$ cat config.mk
export PLATFORM = sky130hd
export DESIGN_NAME = module_7_segments_scan
export DESIGN_NICKNAME = d
export VERILOG_FILES = /design/src/rtl/module_7_segments_scan.sv
export SDC_FILE = /design/constraint.sdc
export NUM_CORES = 1
export LEC_CHECK = 0
export BUFFER_PORTS_ARGS = -buffer_cell sky130_fd_sc_hd__buf_2
export CORE_ASPECT_RATIO = 1.2
export CORE_MARGIN = 4
export CORE_UTILIZATION = 54
export CTS_BUF_LIST = sky130_fd_sc_hd__clkbuf_8
export DETAILED_ROUTE_END_ITERATION = 6
export PLACE_DENSITY = 0.9
export SLEW_MARGIN = 20
export SYNTH_ARGS = -nofsm -noshare
export SYNTH_HDL_FRONTEND = slang
export SYNTH_SLANG_ARGS = --single-unit
$ cat constraint.sdc
create_clock -name clk -period 2.3 [get_ports clk]
set_input_delay 0.46 -clock clk [delete_from_list [all_inputs] [get_ports clk]]
set_output_delay 0.46 -clock clk [all_outputs]
set_load 0.03 [all_outputs]
$ cat src/rtl/module_7_segments_scan.sv
// Multiplexed common-anode 7-segment scan driver with double-buffered digits,
// hex/BCD decode, leading-zero blanking, per-digit dp, PWM dimming, frame pulse.
// Latency: one clock from scan state to pins. No backpressure: loads are always accepted.
//
// Ports:
//   clk           system clock
//   rst_i         synchronous reset, active-low
//   bcd_i         digit nibbles, nibble k = digit k (k=0 rightmost)
//   dp_i          decimal point request per digit (1 = lit)
//   load_i        capture bcd_i/dp_i; becomes visible at the next frame boundary
//   hex_i         1: show 10..15 as A..F, 0: show them blank (live)
//   blank_lz_i    leading-zero blanking enable (live)
//   brillo_i      brightness, duty = (brillo_i+1)/2^BRIGHT_WIDTH (live)
//   anodo_o       anode enables, active-low
//   catodo_o      segments {g,f,e,d,c,b,a}, active-low
//   dp_o          decimal point segment, active-low
//   frame_o       one-cycle pulse after the last slot of each scan
module module_7_segments_scan #(
  parameter int NUM_DIGITS      = 4,
  parameter int DISPLAY_REFRESH = 27000,
  parameter int BRIGHT_WIDTH    = 4
) (
  input  logic                      clk,
  input  logic                      rst_i,
  input  logic [4*NUM_DIGITS-1:0]   bcd_i,
  input  logic [NUM_DIGITS-1:0]     dp_i,
  input  logic                      load_i,
  input  logic                      hex_i,
  input  logic                      blank_lz_i,
  input  logic [BRIGHT_WIDTH-1:0]   brillo_i,
  output logic [NUM_DIGITS-1:0]     anodo_o,
  output logic [6:0]                catodo_o,
  output logic                      dp_o,
  output logic                      frame_o
);

  localparam int CW = $clog2(DISPLAY_REFRESH);
  localparam int IW = $clog2(NUM_DIGITS);

  logic [CW-1:0]             cuenta_q, cuenta_d;
  logic [IW-1:0]             idx_q, idx_d;
  logic [BRIGHT_WIDTH-1:0]   pwm_q, pwm_d;
  logic [4*NUM_DIGITS-1:0]   pend_bcd_q, pend_bcd_d, act_bcd_q, act_bcd_d;
  logic [NUM_DIGITS-1:0]     pend_dp_q, pend_dp_d, act_dp_q, act_dp_d;
  logic [NUM_DIGITS-1:0]     anodo_q, anodo_d;
  logic [6:0]                catodo_q, catodo_d;
  logic                      dp_q, dp_d;
  logic                      frame_q, frame_d;

  logic                      slot_end, boundary, lit, blank, lz_run;
  logic [3:0]                nib;
  logic [NUM_DIGITS-1:0]     lz_mask;

  function automatic logic [6:0] seg7(input logic [3:0] v, input logic hex);
    logic [6:0] s;
    case (v)
      4'h0: s = 7'b1000000;
      4'h1: s = 7'b1111001;
      4'h2: s = 7'b0100100;
      4'h3: s = 7'b0110000;
      4'h4: s = 7'b0011001;
      4'h5: s = 7'b0010010;
      4'h6: s = 7'b0000010;
      4'h7: s = 7'b1111000;
      4'h8: s = 7'b0000000;
      4'h9: s = 7'b0010000;
      4'hA: s = 7'b0001000;
      4'hB: s = 7'b0000011;
      4'hC: s = 7'b1000110;
      4'hD: s = 7'b0100001;
      4'hE: s = 7'b0000110;
      default: s = 7'b0001110;
    endcase
    if (!hex && v > 4'd9) s = 7'b1111111;
    return s;
  endfunction

  // Digit k is a leading zero when it and all higher digits are 0 with no dp.
  // Digit 0 is never marked so a value of zero still shows a single 0.
  always_comb begin
    lz_run  = 1'b1;
    lz_mask = '0;
    for (int k = NUM_DIGITS-1; k >= 1; k--) begin
      lz_run     = lz_run & (act_bcd_q[4*k +: 4] == 4'd0) & ~act_dp_q[k];
      lz_mask[k] = lz_run;
    end
  end

  always_comb begin
    slot_end = (cuenta_q == '0);
    boundary = slot_end && (idx_q == IW'(NUM_DIGITS-1));

    cuenta_d = slot_end ? CW'(DISPLAY_REFRESH-1) : cuenta_q - CW'(1);
    pwm_d    = slot_end ? '0 : pwm_q + BRIGHT_WIDTH'(1);
    idx_d    = idx_q;
    if (slot_end) idx_d = boundary ? '0 : idx_q + IW'(1);

    // A load also refreshes pending on the boundary itself, so an older
    // pending value can never resurface in a later frame.
    pend_bcd_d = load_i ? bcd_i : pend_bcd_q;
    pend_dp_d  = load_i ? dp_i  : pend_dp_q;
    act_bcd_d  = act_bcd_q;
    act_dp_d   = act_dp_q;
    if (boundary) begin
      act_bcd_d = load_i ? bcd_i : pend_bcd_q;
      act_dp_d  = load_i ? dp_i  : pend_dp_q;
    end

    nib   = act_bcd_q[{idx_q, 2'b00} +: 4];
    blank = blank_lz_i & lz_mask[idx_q];
    lit   = (pwm_q <= brillo_i);

    anodo_d  = '1;
    catodo_d = 7'b1111111;
    dp_d     = 1'b1;
    if (lit) begin
      anodo_d  = ~({{(NUM_DIGITS-1){1'b0}}, 1'b1} << idx_q);
      catodo_d = blank ? 7'b1111111 : seg7(nib, hex_i);
      dp_d     = ~(act_dp_q[idx_q] & ~blank);
    end
    frame_d = boundary;
  end

  always_ff @(posedge clk) begin
    if (!rst_i) begin
      cuenta_q   <= CW'(DISPLAY_REFRESH-1);
      idx_q      <= '0;
      pwm_q      <= '0;
      pend_bcd_q <= '0;
      pend_dp_q  <= '0;
      act_bcd_q  <= '0;
      act_dp_q   <= '0;
      anodo_q    <= '1;
      catodo_q   <= 7'b1111111;
      dp_q       <= 1'b1;
      frame_q    <= 1'b0;
    end else begin
      cuenta_q   <= cuenta_d;
      idx_q      <= idx_d;
      pwm_q      <= pwm_d;
      pend_bcd_q <= pend_bcd_d;
      pend_dp_q  <= pend_dp_d;
      act_bcd_q  <= act_bcd_d;
      act_dp_q   <= act_dp_d;
      anodo_q    <= anodo_d;
      catodo_q   <= catodo_d;
      dp_q       <= dp_d;
      frame_q    <= frame_d;
    end
  end

  assign anodo_o  = anodo_q;
  assign catodo_o = catodo_q;
  assign dp_o     = dp_q;
  assign frame_o  = frame_q;

endmodule

==> impl_metrics.csv, run 1 <==
group,metric,value,unit
grt,first_global_vias,2324,
floorplanning,dieArea,7320,um2
clock_network,clockBufferDepth,2,
timing,slew_violations,0,
logic_synthesis,syn_avg_cell_area,10.3,um2
timing,max_freq,457,MHz
critical_path,crit_path_frequent_cell,"nor2_1",
critical_path,required,2.50,ns
grt,grt_max_degree,25,
critical_path,slowest_stage,"mux4_2",
outcome,status,"complete, no violations",
logic_synthesis,synth_area_leader_cell,"dfxtp_1",
logic_synthesis,synth_fp_nets,360,
detailed_routing,drc,0,
timing,rsz0062_at_grt,"false",
final_layout,finalNonFillerCells,446,
placed_design,dp_worst_setup_slack,0.145,ns
detailed_routing,viasPerCell,5.33,
clock_network,clock_latency,0.35,ns
clock_network,clk_pin_slew_worst_paths,0.07,ns
critical_path,cp_max_fo,7,
placed_design,numPortBuffers,41,
job,maxCapViolCount,0,
logic_synthesis,synth_area_leaders,"dfxtp_1, mux2i_1, mux2_2",
min_path,hold_class,"primary input to flop",
critical_path,worst_ep_arrival_time,2.39,ns
timing,finalClockSkew,0.00903,ns
logic_synthesis,ys_seq_area_share,45.6,%
clock_network,htree_levels,3,
critical_path,crit_cells,7,
timing,finalCriticalPeriod,2.19,ns
logic_synthesis,yosysUniqueCellTypes,41,
floorplanning,initial_core_util,56.5,%
grt,overflow,0,
critical_path,crit_type,"flop to flop",
placed_design,dp.cells,431,
detailed_routing,vias,2379,
detailed_routing,routed_wl,6320,um
timing,slew_headroom,59.7,%
final_layout,fill_cells,426,
logic_synthesis,synth_top_area_share,45.6,%
logic_synthesis,syn_inst,315,
clock_network,cts-buffers-inserted,9,
floorplanning,fp.dieH,92.9,um
critical_path,crit_chain,"mux4_2 -> inv_1 -> ha_1 -> nor2_1 -> nor2_1 -> o311a_4 -> o221ai_1",
timing,hold_violations,0,
power_and_ir_drop,cellLeakagePower,1.67,nW
detailed_routing,first_pass_iters,4,
power_and_ir_drop,ir_worst_vdd,0.414,mV
final_layout,insertedDiodeCount,0,
detailed_routing,wl_per_cell,14.2,um
floorplanning,ioPinCount,42,
power_and_ir_drop,power_density,662,nW/um2
critical_path,rr_worst_depth,7,
clock_network,cts_root_buf,"clkbuf_8",
timing,final.period_utilization,95.1,%
clock_network,hold_buffers,0,
final_layout,final_layout_size_suffix_gt1_share,25.7,%
clock_network,postCtsSetupRepairBufs,0,
critical_path,cp_num_buf_inv,1,
clock_network,cts_tree,"built",
critical_path,cp-end-kind,"flop",
timing,setup_tns,0,ns
detailed_routing,dr.first_iter.drc_count,125,
placed_design,hpwlAfterDp,4330,um
grt,antenna_found_initial,0,
floorplanning,rows,30,
grt,grt_use_total,18.3,%
min_path,whs_path_depth,3,
final_layout,final_common_cell,"dfxtp_1",
clock_network,clock-sinks,74,
detailed_routing,ant_nets,0,
critical_path,slowest_delay,0.60,ns
power_and_ir_drop,finalPower,2.48,mW
logic_synthesis,yosys_warnings,0,
critical_path,crit_path_start_kind,"flop",
floorplanning,coreArea,5740,um2
final_layout,final_cell_mix,"dfxtp_1, buf_2, nor2_1",
logic_synthesis,synth-seq-cells,74,
floorplanning,die_w,78.8,um
timing,setup_violations,0,
timing,worst_pin_slew,0.602,ns
final_layout,area_growth,15.7,%
timing,fin_ws,0.112,ns
placed_design,gp_congestion,0.898,
logic_synthesis,syn_area,3250,um2
final_layout,nets,407,
critical_path,critPathTopFamily,"multiplexers",
grt,grt_pass1_wl,10400,um
==> layer usage <==
layer	share of wire [%]	wire, um	vias up	global-route usage (%)
li1	-	-	1184	-
met1	43	2740	1124	21.9
met2	50	3160	56	29.5
met3	4.3	275	15	5.06
met4	2.3	145	0	9.77
met5	0	0	-	0
==> per-stage QoR <==
stage	util, %	instance area (um2)	hold WS (ns)
CTS	65.1	3740	0.389
floorplan	-	3250	0.393
finish	65.4	3750	0.395
global route	65.4	3750	0.400
detailed placement	61.8	3550	0.419
global placement	61.8	3550	0.411
==> path summary, 6_finish.rpt <==
check              start  slack (ns)             end
max             idx_q[0]        0.11     catodo_o[4]
min            bcd_i[11]        0.39  pend_bcd_q[11]
max reg2reg     idx_q[0]        0.11     catodo_o[4]
min reg2reg  cuenta_q[0]        0.44     cuenta_q[0]
==> state kept, by name, summed over array words and instances, names as in the netlist <==
signal and count:
idx_q 2, pwm_q 4, frame_o 1, pend_dp_q 4
catodo_o 7, act_dp_q 4, dp_o 1, pend_bcd_q 16
anodo_o 4, act_bcd_q 16, cuenta_q 15
==> layout make-up <==
class / count / area [um2] / area share (%)
clock buffer: 10 / 138 / 3.67
clock inverter: 5 / 47.5 / 1.27
inverter: 12 / 45.0 / 1.20
multi-input combinational: 218 / 1690 / 45.1
sequential: 74 / 1480 / 39.5
tap: 80 / 100 / 2.67
timing repair buffer: 47 / 250 / 6.66
==> synthesized netlist by cell type <==
cell type	n
a211oi_1	1
a21oi_1	2
a21oi_2	1
and2_1	20
and3_1	1
and3_2	1
buf_1	1
buf_2	3
clkbuf_1	7
clkinv_1	2
dfxtp_1	74
ha_1	16
inv_1	10
mux2_2	21
mux2i_1	30
mux4_2	4
nand2_1	27
nand3_1	2
nand3b_1	1
nand4_1	1
nor2_1	37
nor2b_1	1
nor3_1	5
nor3b_1	1
nor4_1	4
o2111ai_1	1
o211ai_1	2
o21ai_0	2
o221ai_1	4
o2bb2ai_1	1
o311a_1	1
o311ai_0	2
o31ai_1	1
o41ai_1	2
or3_1	4
or3_4	2
or4_1	2
or4_4	1
or4b_2	1
xnor2_1	9
xor2_1	7
==> what timing repair did <==
item,4_1_cts,5_1_grt
resized for setup,0,3
endpoints found under the hold margin,0,0
setup endpoints to repair,0,22
==> worst reg2reg max path, delay by kind of cell (launching register included) <==
| family | cells | cell delay, ns |
|---|---|---|
| buf+inv | 1 | 0.18 |
| flops | 1 | 0.43 |
| fa+ha+maj | 1 | 0.22 |
| mux | 1 | 0.60 |
| compound gates | 2 | 0.39 |
| simple gates | 2 | 0.22 |
==> power breakdown <==
part / leakage (nW) / switching, mW / internal (mW)
combinational: 0.964 / 0.107 / 0.0740
clock: 0.105 / 0.449 / 0.513
sequential: 0.605 / 0.0176 / 1.32
==> cell families after synthesis <==
| family | count (synthesis) | synth area share (%) |
|---|---|---|
| compound gates | 20 | 4.82 |
| xor+xnor | 16 | 4.32 |
| fa+ha+maj | 16 | 6.17 |
| buf+inv | 23 | 2.78 |
| flops | 74 | 45.6 |
| mux | 55 | 19.3 |
| simple gates | 111 | 17.0 |
Note: power is estimated with default switching activity, not from simulation.
==> run 2, diff against run 1 <==
BUFFER_PORTS_ARGS = -buffer_cell sky130_fd_sc_hd__buf_4   (was -buffer_cell sky130_fd_sc_hd__buf_2)
RECOVER_POWER = 25   (was default)
==> impl_metrics.csv, run 2 (same netlist as run 1, synthesis figures left out) <==
group,metric,value,unit
placed_design,numPortBuffers,41,
grt,overflow,0,
final_layout,insertedDiodeCount,0,
clock_network,clock-sinks,74,
detailed_routing,wl_per_cell,13.9,um
power_and_ir_drop,pwr-share-seq,52.4,%
floorplanning,ioPinCount,42,
clock_network,htree_levels,3,
timing,final.period_utilization,94.1,%
grt,grt_max_degree,25,
power_and_ir_drop,swShare,22.1,%
critical_path,cp-end-kind,"flop",
detailed_routing,dr.first_iter.drc_count,82,
detailed_routing,viasPerCell,5.19,
placed_design,hpwlAfterDp,4400,um
detailed_routing,ant_nets,0,
min_path,hold_class,"primary input to flop",
timing,setup_violations,0,
timing,hold_violations,0,
grt,first_global_vias,2323,
power_and_ir_drop,combPwrFrac,7.8,%
floorplanning,initial_core_util,56.5,%
clock_network,cts-buffers-inserted,9,
power_and_ir_drop,ir_worst_vdd,0.535,mV
clock_network,hold_buffers,0,
critical_path,cp_max_fo,17,
timing,slew_headroom,27.5,%
final_layout,final_common_cell,"dfxtp_1",
power_and_ir_drop,cellLeakagePower,1.71,nW
outcome,status,"complete, no violations",
final_layout,top_regs,"act_bcd_q: 16 flops, pend_bcd_q: 16 flops, cuenta_q: 15 flops",
grt,grt_use_total,18.4,%
placed_design,gp_congestion,0.894,
critical_path,required,2.54,ns
timing,worst_pin_slew,1.09,ns
floorplanning,rows,30,
critical_path,critPathLaunch,"cuenta_q[9]",
power_and_ir_drop,p_int,2.00,mW
final_layout,seqCellArea,1480,um2
final_layout,final_cell_mix,"dfxtp_1, buf_4, nor2_1",
timing,setup_tns,0,ns
power_and_ir_drop,p_clk_share,39.9,%
final_layout,nets,406,
final_layout,final_area,3850,um2
min_path,min-delay-start,"bcd_i[2]",
clock_network,cts_tree,"built",
floorplanning,die_w,78.8,um
timing,max_freq,462,MHz
final_layout,fill_cells,433,
critical_path,crit_type,"flop to flop",
timing,rsz0062_at_grt,"false",
placed_design,place_area,3650,um2
critical_path,r2r_start,"cuenta_q[9]",
clock_network,postCtsSetupRepairBufs,0,
grt,antenna_found_initial,0,
floorplanning,coreArea,5740,um2
floorplanning,fp.dieH,92.9,um
timing,finalClockSkew,0.00489,ns
detailed_routing,first_pass_iters,4,
critical_path,worst_ep_arrival_time,2.40,ns
timing,slew_violations,0,
power_and_ir_drop,finalPower,2.56,mW
final_layout,multiInputGateArea,1690,um2
final_layout,post-route-util,67.1,%
detailed_routing,vias,2311,
clock_network,clk_pin_slew_worst_paths,0.07,ns
clock_network,cts_root_buf,"clkbuf_8",
detailed_routing,drc,0,
final_layout,area_growth,18.7,%
detailed_routing,routed_wl,6190,um
power_and_ir_drop,power_density,665,nW/um2
job,maxCapViolCount,0,
power_and_ir_drop,p_switching,566,uW
clock_network,cts-resized-gates,0,
final_layout,final_layout_size_suffix_gt1_share,24.7,%
timing,finalCriticalPeriod,2.16,ns
grt,grt_pass1_wl,10400,um
clock_network,clockBufferDepth,2,
critical_path,crit_path_start_kind,"flop",
clock_network,clock_latency,0.35,ns
floorplanning,dieArea,7320,um2
run 2: cell count changes in the layout (fill, tap and decap cells not counted), sizes merged:
cell    delta
clkinv     -1
buf        -3
clkbuf     +4
inv        -1
run 2: worst max-delay path: stages, from the launching register on:
cell	delay [ns]
dfxtp_1	0.35
or4_4	0.53
or3_4	0.35
nor3_1	0.14
nand2_1	0.15
buf_4	0.24
mux2_2	0.29
run 2: worst paths after layout:
kind                                      end  cells past startpoint  slack (ns)
worst max-delay path             act_bcd_q[0]                      6        0.14
worst min register to register    cuenta_q[0]                      1        0.43
worst min-delay path            pend_bcd_q[2]                      3        0.39
worst max register to register   act_bcd_q[0]                      6        0.14
run 2: area by class of cell:
| class | instances | area share (%) |
|---|---|---|
| multi-input cells | 218 | 43.7 |
| flip-flops and latches | 74 | 38.4 |
| repair buffers | 46 | 8.77 |
| clock buffers | 12 | 4.29 |
| well taps | 80 | 2.60 |
| inverters | 12 | 1.17 |
| clock inverters | 3 | 1.01 |
run 2: power groups by stage:
stage,logic (mW),clock network [mW],registers (mW)
6_report,0.199,1.02,1.34
5_1_grt,0.220,1.10,1.35
4_1_cts,0.200,1.04,1.34
3_5_place_dp,0.198,0,1.37
3_3_place_gp,0.192,0,1.37
2_1_floorplan,0.0890,0,1.39
run 2: stage by stage:
stage / instances / hold slack, ns / worst slack, ns
floorplan: 315 / 0.393 / 0.0826
global placement: 430 / 0.409 / 0.183
detailed placement: 430 / 0.415 / 0.145
CTS: 445 / 0.376 / 0.126
global route: 445 / 0.398 / 0.00248
finish: 445 / 0.389 / 0.137
run 2: metal layers:
metal,track usage (%),up-vias,share of wire [%]
li1,-,1178,-
met3,5.16,14,5.1
met2,30.1,60,50
met5,0,-,0
met1,21.5,1059,43
met4,10.2,0,2.6
